==> config.mk <==
export PLATFORM = sky130hd
export DESIGN_NAME = tlb_op_ctrl
export DESIGN_NICKNAME = d
export VERILOG_FILES = /design/src/rtl/tlb_op_ctrl.sv
export SDC_FILE = /design/constraint.sdc
export NUM_CORES = 1
export LEC_CHECK = 0
export ABC_AREA = 1
export CORE_AREA = 5 5 72 74
export CTS_CLUSTER_SIZE = 24
export DETAILED_ROUTE_END_ITERATION = 8
export DIE_AREA = 0 0 77 79
export GPL_ROUTABILITY_DRIVEN = 0
export MAX_ROUTING_LAYER = met4
export PLACE_DENSITY = 0.84
export SETUP_SLACK_MARGIN = 0.02
export SYNTH_ARGS = -nofsm -noshare
export SYNTH_HDL_FRONTEND = slang
export SYNTH_SLANG_ARGS = --single-unit
==> constraint.sdc <==
create_clock -name clk -period 2.23 [get_ports clk]
set_input_delay 0.446 -clock clk [delete_from_list [all_inputs] [get_ports clk]]
set_output_delay 0.446 -clock clk [all_outputs]
set_load 0.01 [all_outputs]
==> src/rtl/tlb_op_ctrl.sv <==
// TLB maintenance sequencer: runs TLBP/TLBR/TLBWI/TLBWR on the shared TLB ports,
// shares the data lookup port with MEM, and owns the CP0 Random counter.
module tlb_op_ctrl #(
  parameter int TLB_NUM = 32,
  parameter int IDX_W   = 5,
  parameter int VPN2_W  = 19,
  parameter int ASID_W  = 8
) (
  input  logic              clk,
  input  logic              rst,
  input  logic              op_valid_i,
  input  logic [1:0]        op_code_i,
  output logic              op_ready_o,
  output logic              op_done_o,
  input  logic              flush_i,
  input  logic [VPN2_W-1:0] cp0_vpn2_i,
  input  logic [ASID_W-1:0] cp0_asid_i,
  input  logic [IDX_W-1:0]  cp0_index_i,
  input  logic [IDX_W-1:0]  cp0_wired_i,
  input  logic              cp0_wired_we_i,
  output logic              cp0_index_we_o,
  output logic [IDX_W:0]    cp0_index_o,
  output logic              cp0_tlbr_we_o,
  output logic [IDX_W-1:0]  random_o,
  input  logic              mem_req_i,
  input  logic [VPN2_W-1:0] mem_vpn2_i,
  input  logic              mem_odd_i,
  input  logic [ASID_W-1:0] mem_asid_i,
  output logic              tlb_data_req_o,
  output logic [VPN2_W-1:0] tlb_data_vpn2_o,
  output logic              tlb_data_odd_o,
  output logic [ASID_W-1:0] tlb_data_asid_o,
  input  logic              tlb_data_hit_i,
  input  logic [IDX_W-1:0]  tlb_data_index_i,
  output logic              tlb_w_en_o,
  output logic [IDX_W-1:0]  tlb_w_index_o,
  output logic              tlb_r_en_o,
  output logic [IDX_W-1:0]  tlb_r_index_o
);

  typedef enum logic [2:0] {
    S_IDLE, S_P_REQ, S_P_WAIT, S_R_WAIT, S_W_ISSUE
  } state_e;

  localparam logic [IDX_W-1:0] RAND_TOP = IDX_W'(TLB_NUM - 1);

  state_e           state_q, state_d;
  logic [IDX_W-1:0] widx_q, widx_d;
  logic [IDX_W-1:0] rand_q, rand_d;
  logic             accept;
  logic             probe_issue;

  assign op_ready_o    = (state_q == S_IDLE);
  assign accept        = op_valid_i && op_ready_o && !flush_i;
  assign random_o      = rand_q;
  assign tlb_w_index_o = widx_q;

  always_ff @(posedge clk or posedge rst) begin
    if (rst) begin
      state_q <= S_IDLE;
      widx_q  <= '0;
      rand_q  <= RAND_TOP;
    end else begin
      state_q <= state_d;
      widx_q  <= widx_d;
      rand_q  <= rand_d;
    end
  end

  always_comb begin
    state_d        = state_q;
    widx_d         = widx_q;
    probe_issue    = 1'b0;
    op_done_o      = 1'b0;
    cp0_index_we_o = 1'b0;
    cp0_index_o    = '0;
    cp0_tlbr_we_o  = 1'b0;
    tlb_w_en_o     = 1'b0;
    tlb_r_en_o     = 1'b0;
    tlb_r_index_o  = '0;
    case (state_q)
      S_IDLE: begin
        if (accept) begin
          case (op_code_i)
            2'b00: state_d = S_P_REQ;
            2'b01: begin
              tlb_r_en_o    = 1'b1;
              tlb_r_index_o = cp0_index_i;
              state_d       = S_R_WAIT;
            end
            2'b10: begin
              widx_d  = cp0_index_i;
              state_d = S_W_ISSUE;
            end
            default: begin
              // Pre-update Random, even if Wired is being written this cycle
              widx_d  = rand_q;
              state_d = S_W_ISSUE;
            end
          endcase
        end
      end
      S_P_REQ: begin
        if (flush_i) begin
          state_d = S_IDLE;
        end else if (!mem_req_i) begin
          probe_issue = 1'b1;
          state_d     = S_P_WAIT;
        end
      end
      S_P_WAIT: begin
        cp0_index_we_o = 1'b1;
        op_done_o      = 1'b1;
        cp0_index_o    = tlb_data_hit_i ? {1'b0, tlb_data_index_i}
                                        : {1'b1, {IDX_W{1'b0}}};
        state_d        = S_IDLE;
      end
      S_R_WAIT: begin
        cp0_tlbr_we_o = 1'b1;
        op_done_o     = 1'b1;
        state_d       = S_IDLE;
      end
      S_W_ISSUE: begin
        tlb_w_en_o = 1'b1;
        op_done_o  = 1'b1;
        state_d    = S_IDLE;
      end
      default: state_d = S_IDLE;
    endcase
  end

  assign tlb_data_req_o  = probe_issue | mem_req_i;
  assign tlb_data_vpn2_o = probe_issue ? cp0_vpn2_i : mem_vpn2_i;
  assign tlb_data_odd_o  = probe_issue ? 1'b0       : mem_odd_i;
  assign tlb_data_asid_o = probe_issue ? cp0_asid_i : mem_asid_i;

  // Unsigned compare also pins Random at the top when Wired >= TLB_NUM-1
  always_comb begin
    rand_d = rand_q - 1'b1;
    if (cp0_wired_we_i || (rand_q <= cp0_wired_i))
      rand_d = RAND_TOP;
  end

endmodule

==> flow_summary.ini, run 1 <==
[timing]
layout_worst_path_cycle_share_pct = 96.4
hold_ws_ns = 0.506
fmax_ghz = 0.465
slew_headroom_pct = 68.2
worst_slew_pin_slew_ns = 0.476
drv_slew = 0
fin_setup_tns_ns = 0
rsz0062_at_grt = no
finalHoldViolations = 0
fin_crit_ns = 2.15
skew_ns = 0.000916
finalWorstSetupSlack_ns = 0.0807
finalSetupViolCount = 0

[detailed_routing]
via_count = 1947
drc_errors = 0
vias_per_cell = 4.57
wire_per_inst_um = 13.3
drt_iter0_markers = 61
dr.pass1.iters = 4
final_antenna_net_count = 0
routed_wl_um = 5650

[power_and_ir_drop]
seqPwrFrac_pct = 29.0
intPower_mw = 0.686
switching_share_pct = 32.1
combPwrFrac_pct = 50.0
p_per_area_nw_per_um2 = 350
p_sw_mw = 0.324
leakagePower_nw = 1.53
p_clk_share_pct = 21.0
peakVddDrop_mv = 0.308
p_total_mw = 1.01

[worst_setup_path]
r2r_start = random_o[2]
r2r-end = random_o[0]
crit_start = mem_req_i
start_kind = input pin
ff2ff_path_depth = 5
r2r_setup_slack_ns = 0.72
endpoint_kind = primary output
crit_arrival_ns = 1.70
cp_max_fo = 16
crit_type = in2out
endpoint = tlb_data_vpn2_o[12]
crit_required_ns = 1.78

[synthesis]
ys_dominant_reg_cell = dfrtp_1
yosys.area.top_type = nand2_1
avgSynthCellArea_um2 = 5.95
synth_area_leaders = nand2_1 (25%), dfrtp_1 (15%), o21ai_0 (11%), dfstp_2 (9.7%), inv_1 (7.5%)
ys_seq_area_share_pct = 24.4
synth-edff-count = 0
ys_ff_latch = 13
ys_top_cells_by_count = nand2_1 (91), o21ai_0 (30), inv_1 (27), nor2_1 (19)
yosysTopAreaCellShare_pct = 25.2
synthArstFlopShare_pct = 100
yosysWarnings = 0
synth.most_common_cell = nand2_1
postSynthCellCount = 228
netlist_area_um2 = 1360
yosys.cell_types.count = 23
syn_nets = 313

[layout]
antenna_cells = 0
fin_nets = 458
synthToLayoutAreaGrowth_pct = 113
stdcell_count = 426
drive_above_1_share_pct = 13.2

[min_path]
hp-class = reg2reg
worstHoldStart = tlb_w_index_o[1]

[place]
pre_cts_ws_ns = -0.406
dp_cells = 422
hpwl_um = 4720
port_buffers = 134

[global_route]
grt_pass1_wl_um = 9110
antenna_found_initial = 0
grt_pass1_vias = 1967
grt_max_degree = 25
grt_overflow = 0
grt_usage_pct = 18.8

[clock_network]
cts.sinks = 13
cts-hold-fix-buffers = 0
h-tree-depth = 1
post-cts-setup-buffer-count = 0
numCtsBuffers = 3
clk_pin_slew_ns = 0.06
clk_latency_ns = 0.25
clock_path_buffers = 2
cts-root-buf = clkbuf_8
tritoncts = yes

[floorplanning]
start_util_pct = 29.9
die_w_um = 77
row_count = 25
die_y_um = 79
core_area_um2 = 4540
die_area_um2 = 6080
ios = 135

[flow_run]
maxCapViolations = 0

[status]
status = finished clean
==> sequential cells by signal, summed over array words and instances (netlist names) <==
register / cells
random_o: 5
tlb_w_index_o: 5
state_q: 3
==> critical path: stages <==
cell and delay, ns:
clkdlybuf4s50_1 0.45, buf_12 0.16, nor2_8 0.13, buf_12 0.15, nand2_1 0.05, nand2_1 0.05, dlygate4sd2_1 0.26
==> layout by cell type (no fill, tap or decap), drive strengths merged <==
master | netlist | final
nand2 | 93 | 93
clkdlybuf4s50 | 0 | 90
o21ai | 40 | 40
inv | 29 | 29
nor2 | 23 | 23
buf | 4 | 19
dlygate4sd2 | 0 | 17
clkdlybuf4s15 | 0 | 11
nand3 | 9 | 9
dfrtp | 8 | 8
dlymetal6s2s | 0 | 7
clkbuf | 4 | 7
ha | 6 | 6
dfstp | 5 | 5
or2 | 2 | 2
a21oi | 2 | 2
o31ai | 1 | 1
xnor2 | 1 | 1
nand4 | 1 | 1
clkinv | 0 | 1
==> per-stage QoR <==
| stage | instance area (um^2) | util [%] |
|---|---|---|
| final | 2890 | 63.6 |
| after detailed placement | 2860 | 63.0 |
| after CTS | 2870 | 63.3 |
| after floorplan | 1360 | - |
| after global routing | 2890 | 63.6 |
| after global placement | 2860 | 63.0 |
==> how the worst min path moves through the flow <==
stage | depth (start not counted) | to
floorplan | 1 | state_q[0]
global placement | 1 | random_o[0]
detailed placement | 2 | tlb_w_index_o[0]
CTS | 2 | tlb_w_index_o[1]
global route | 1 | random_o[0]
finish | 2 | tlb_w_index_o[1]
==> kinds of logic (layout without fill, tap and decap cells) <==
kind of cell / after synthesis / count (layout) / share of synthesized area (%)
and+or+nand+nor: 128 / 128 / 40.4
AOI/OAI and AO/OA: 43 / 43 / 16.3
buffers and inverters: 37 / 181 / 12.6
DFF: 13 / 13 / 24.4
adders and majority gates: 6 / 6 / 5.53
xor gates and xnor gates: 1 / 1 / 0.646
==> cell type report <==
class	instances	area [um^2]
fill	417	1650
timing repair buffer	148	1450
multi-input combinational	178	883
sequential	13	332
inverter	29	109
tap	54	67.6
clock buffer	3	41.3
clock inverter	1	5.00
==> per-layer routing <==
layer	global-route usage (%)	vias up	routed length, um
met3	2.95	11	411
met4	6.36	0	120
met2	34.0	101	2770
li1	-	1005	-
met1	21.1	830	2350
met5	-	-	0
==> what timing repair did <==
item | in CTS | in global routing
endpoints found under the setup margin | 36 | 32
gates resized for setup | 54 | 46
pin swaps | 2 | 1
==> power groups by stage <==
stage	Combinational (mW)	Clock [mW]	Sequential [mW]
after floorplan	0.166	0	0.307
after global placement	0.517	0	0.296
final	0.504	0.212	0.293
after CTS	0.505	0.218	0.292
after global routing	0.552	0.230	0.298
after detailed placement	0.525	0	0.295
Note: power is estimated with default switching activity, not from simulation.
==> run 2, diff against run 1 <==
CORE_AREA = 5 5 74 76   (was 5 5 72 74)
DIE_AREA = 0 0 79 81   (was 0 0 77 79)
PLACE_DENSITY = 0.79   (was 0.84)
clock period = 2.27 ns   (was 2.23 ns; I/O delays follow)
==> run 2 against run 1 <==
Design area down 1.4%. Largest cell class unchanged. Final cell count up 0.23%. Global-route usage down 1.1 points. First-iteration DRC count down 23%. Wire length up 1.3%. Clock skew up 0.0030 ns. Worst hold slack worse by 0.014 ns. Sequential power down 1%. Register-to-register slack worse by 0.03 ns. Count of clock-buffer cells in the layout unchanged. Highest routed layer unchanged.
==> flow_summary.ini, run 2 (same netlist as run 1, synthesis figures left out) <==
[status]
status = finished clean

[timing]
fmax_ghz = 0.456
finalSetupViolCount = 0
fin_setup_tns_ns = 0
layout_worst_path_cycle_share_pct = 96.7
finalHoldViolations = 0
hold_ws_ns = 0.492
rsz0062_at_grt = no
fin_crit_ns = 2.19
worst_slew_pin_slew_ns = 0.482
skew_ns = 0.00387
drv_slew = 0
finalWorstSetupSlack_ns = 0.0756
slew_headroom_pct = 67.8

[layout]
antenna_cells = 0
layout_common_cells = clkdlybuf4s50_1 (92), nand2_1 (90), inv_1 (27)
utilization_pct = 61.0
fin_nets = 459
final_common_cell = clkdlybuf4s50_1
drive_above_1_share_pct = 13.4
synthToLayoutAreaGrowth_pct = 110

[global_route]
grt_usage_pct = 17.7
grt_max_degree = 21
grt_overflow = 0
grt_pass1_wl_um = 8840
antenna_found_initial = 0
grt_pass1_vias = 1903

[detailed_routing]
dr.pass1.iters = 4
vias_per_cell = 4.62
drt_iter0_markers = 47
wire_per_inst_um = 13.4
via_count = 1974
routed_wl_um = 5730
drc_errors = 0
final_antenna_net_count = 0

[worst_setup_path]
crit_required_ns = 1.82
endpoint_kind = primary output
crit_type = in2out
cp_max_fo = 6
crit_arrival_ns = 1.74
start_kind = input pin

[clock_network]
cts.sinks = 13
clk_pin_slew_ns = 0.06
h-tree-depth = 1
cts-root-buf = clkbuf_8
clock_path_buffers = 2
numCtsBuffers = 3
post-cts-setup-buffer-count = 0
clk_latency_ns = 0.24
tritoncts = yes

[place]
hpwl_um = 4870
pre_cts_ws_ns = -0.354
port_buffers = 134

[power_and_ir_drop]
p_per_area_nw_per_um2 = 344
peakVddDrop_mv = 0.347
leakagePower_nw = 1.51
p_total_mw = 0.977

[min_path]
hp-class = reg2reg

[floorplanning]
die_area_um2 = 6400
row_count = 25
start_util_pct = 29.1
core_area_um2 = 4660
die_w_um = 79
die_y_um = 81
ios = 135

[flow_run]
maxCapViolations = 0
==> run 2: cell types whose count changed in the layout (fill, tap and decap cells not counted), sizes merged <==
cell and change:
clkbuf +3, clkdlybuf4s50 +2, dlygate4sd2 -3, dlymetal6s2s -1
==> run 2: layout make-up <==
cell class	instances	area, um^2
Multi-Input combinational cell	178	873
Clock buffer	3	41.3
Inverter	29	109
Sequential cell	13	332
Clock inverter	1	5.00
Tap cell	54	67.6
Timing Repair Buffer	149	1420
Fill cell	438	1820
==> run 2: power breakdown <==
part / internal [mW] / leakage, nW / switching, mW
clock: 0.121 / 0.0255 / 0.0794
combinational: 0.281 / 1.33 / 0.207
sequential: 0.267 / 0.154 / 0.0222
==> run 2: per-stage QoR <==
| stage | area, um^2 | std cells |
|---|---|---|
| floorplan | 1360 | 228 |
| global placement | 2830 | 423 |
| detailed placement | 2830 | 423 |
| CTS | 2850 | 427 |
| global route | 2840 | 427 |
| finish | 2840 | 427 |
==> run 2: worst paths after layout <==
check	start	to	slack (ns)	depth (start not counted)
setup / recovery	mem_req_i	tlb_data_vpn2_o[4]	0.08	6
hold reg to reg	random_o[0]	random_o[0]	0.49	1
hold / removal	random_o[0]	random_o[0]	0.49	1
min in group asynchronous	rst	state_q[1]	0.53	2
max in group asynchronous	rst	random_o[3]	1.39	2
setup reg to reg	random_o[4]	random_o[2]	0.69	5
==> run 2: critical path, stage by stage <==
cell,delay [ns]
clkdlybuf4s50_1,0.44
buf_4,0.18
buf_4,0.15
o21ai_0,0.16
nand2_1,0.07
dlygate4sd2_1,0.28
==> run 2: timing repair <==
item                       in CTS  in global routing
pin swaps                       1                  0
setup endpoints to repair      35                 33
hold buffers                    0                  0
resized for setup              50                 45
hold endpoints to repair        0                  0
==> run 2: metal layers <==
metal  vias up  global-route usage (%)  share of wire (%)
met5         -                       -                  0
met4         0                    3.61               0.66
met3         4                    3.10                8.6
met2        96                    31.5                 49
met1       873                    21.1                 42
li1       1001                       -                  -
==> run 3, diff against run 2 <==
REMOVE_ABC_BUFFERS = 1   (was default)
==> run 3 against run 2 <==
Setup slack worse by 0.021 ns. Register-to-register slack better by 0.03 ns. Sequential cell count unchanged. Clock power about the same. Die area unchanged. Total power about the same.
==> flow_summary.ini, run 3 (same netlist as run 1, synthesis figures left out) <==
[status]
status = finished clean

[clock_network]
clk_pin_slew_ns = 0.06
numCtsBuffers = 3
post-cts-setup-buffer-count = 0
clk_latency_ns = 0.24
cts-root-buf = clkbuf_8
clock_path_buffers = 2
cts.sinks = 13
h-tree-depth = 1
tritoncts = yes

[global_route]
antenna_found_initial = 0
grt_pass1_vias = 1887
grt_usage_pct = 18.9
grt_pass1_wl_um = 9410
grt_overflow = 0
grt_max_degree = 18

[worst_setup_path]
cpMostUsedCell = buf_4
cp.buffers_inverters = 4
critPathSlowestCell = clkdlybuf4s50_1
crit_required_ns = 1.82
worstPathCellList = clkdlybuf4s50_1 -> buf_4 -> buf_4 -> o21ai_0 -> nand2_1 -> dlygate4sd2_1
start_kind = input pin
critPathTopFamily = buffers and inverters
slowest_delay_ns = 0.42
endpoint_kind = primary output
crit_type = in2out
crit_arrival_ns = 1.76
cp_max_fo = 10

[timing]
finalSetupViolCount = 0
fmax_ghz = 0.451
slew_headroom_pct = 66.7
worst_slew_pin_slew_ns = 0.498
fin_crit_ns = 2.22
rsz0062_at_grt = no
finalHoldViolations = 0
skew_ns = 0.00388
hold_ws_ns = 0.501
drv_slew = 0
layout_worst_path_cycle_share_pct = 97.6

[detailed_routing]
vias_per_cell = 4.63
drt_iter0_markers = 40
final_antenna_net_count = 0
drc_errors = 0
dr.pass1.iters = 4
via_count = 1977
routed_wl_um = 6210
wire_per_inst_um = 14.6

[layout]
fin_nets = 459
layout_common_cells = clkdlybuf4s50_1 (93), nand2_1 (90), inv_1 (26), o21ai_0 (26), dlygate4sd2_1 (26)
antenna_cells = 0
multi_input_area_um2 = 871
drive_above_1_share_pct = 12.3
final_common_cell = clkdlybuf4s50_1
stdcell_count = 427
synthToLayoutAreaGrowth_pct = 111
layout.area.seq_um2 = 332
fillers = 438

[place]
dp_cells = 423
hpwl_um = 5220
port_buffers = 134

[power_and_ir_drop]
peakVddDrop_mv = 0.369
leakagePower_nw = 1.50
p_per_area_nw_per_um2 = 342

[floorplanning]
core_area_um2 = 4660
die_area_um2 = 6400
start_util_pct = 29.1
die_y_um = 81
ios = 135
die_w_um = 79
row_count = 25

[min_path]
hp-class = reg2reg

[flow_run]
maxCapViolations = 0
-- run 3: cell count changes in the layout (fill, tap and decap cells not counted), sizes merged --
cell and change:
dlygate4sd2 +12, clkdlybuf4s15 -7, clkbuf -5, buf +1, clkdlybuf4s50 +1, clkinv -1, dlymetal6s2s -1
-- run 3: per-layer routing --
| metal | vias to the layer above | global-route usage (%) | share of wire (%) |
|---|---|---|---|
| met2 | 86 | 34.3 | 50 |
| met4 | 0 | 3.09 | 0.80 |
| met5 | - | - | 0 |
| li1 | 1005 | - | - |
| met3 | 6 | 4.55 | 9.6 |
| met1 | 880 | 21.3 | 40 |
-- run 3: path summary, 6_finish.rpt --
path | slack, ns | to | start | cells past startpoint
max | 0.05 | tlb_data_vpn2_o[2] | mem_req_i | 6
min | 0.50 | tlb_w_index_o[2] | tlb_w_index_o[2] | 2
max reg2reg | 0.72 | random_o[4] | random_o[2] | 5
min reg2reg | 0.50 | tlb_w_index_o[2] | tlb_w_index_o[2] | 2
max in group asynchronous | 1.37 | random_o[2] | rst | 2
min in group asynchronous | 0.55 | state_q[2] | rst | 2
-- run 3: what timing repair did --
action | 4_1_cts | 5_1_grt
pin swaps | 2 | 0
endpoints found under the hold margin | 0 | 0
setup endpoints to repair | 35 | 15
hold buffers | 0 | 0
gates cloned | 0 | 0
gates resized for setup | 57 | 18
-- run 3: metrics by stage --
step                      util (%)  power (mW)  cell area (um^2)  worst slack [ns]  TNS (ns)
after floorplan                  -       0.453              1290             0.628         0
after global placement        60.9       0.795              2840            -0.348     -9.62
after detailed placement      60.9       0.803              2840            -0.409    -10.07
after CTS                     61.4       0.988              2860            0.0267         0
after global routing          61.3        1.04              2860            0.0246         0
final                         61.3       0.978              2860            0.0543         0
-- run 3: cell type report --
class | instances | area share (%)
Multi-Input combinational cell | 178 | 30.5
Inverter | 29 | 3.81
Clock buffer | 4 | 1.58
Timing Repair Buffer | 149 | 50.2
Tap cell | 54 | 2.36
Sequential cell | 13 | 11.6
-- run 3: tightest hold or removal path, stage by stage (launching register included) --
cell and delay (ns):
dfrtp_1 0.34, o21ai_0 0.08, nand2_1 0.06
-- run 3: power by group --
part           total (mW)  switching [mW]  internal [mW]  leakage [nW]
logic               0.490           0.208          0.282          1.33
registers           0.287          0.0202          0.267         0.154
clock network       0.202          0.0779          0.124        0.0228
total               0.978           0.306          0.672          1.50
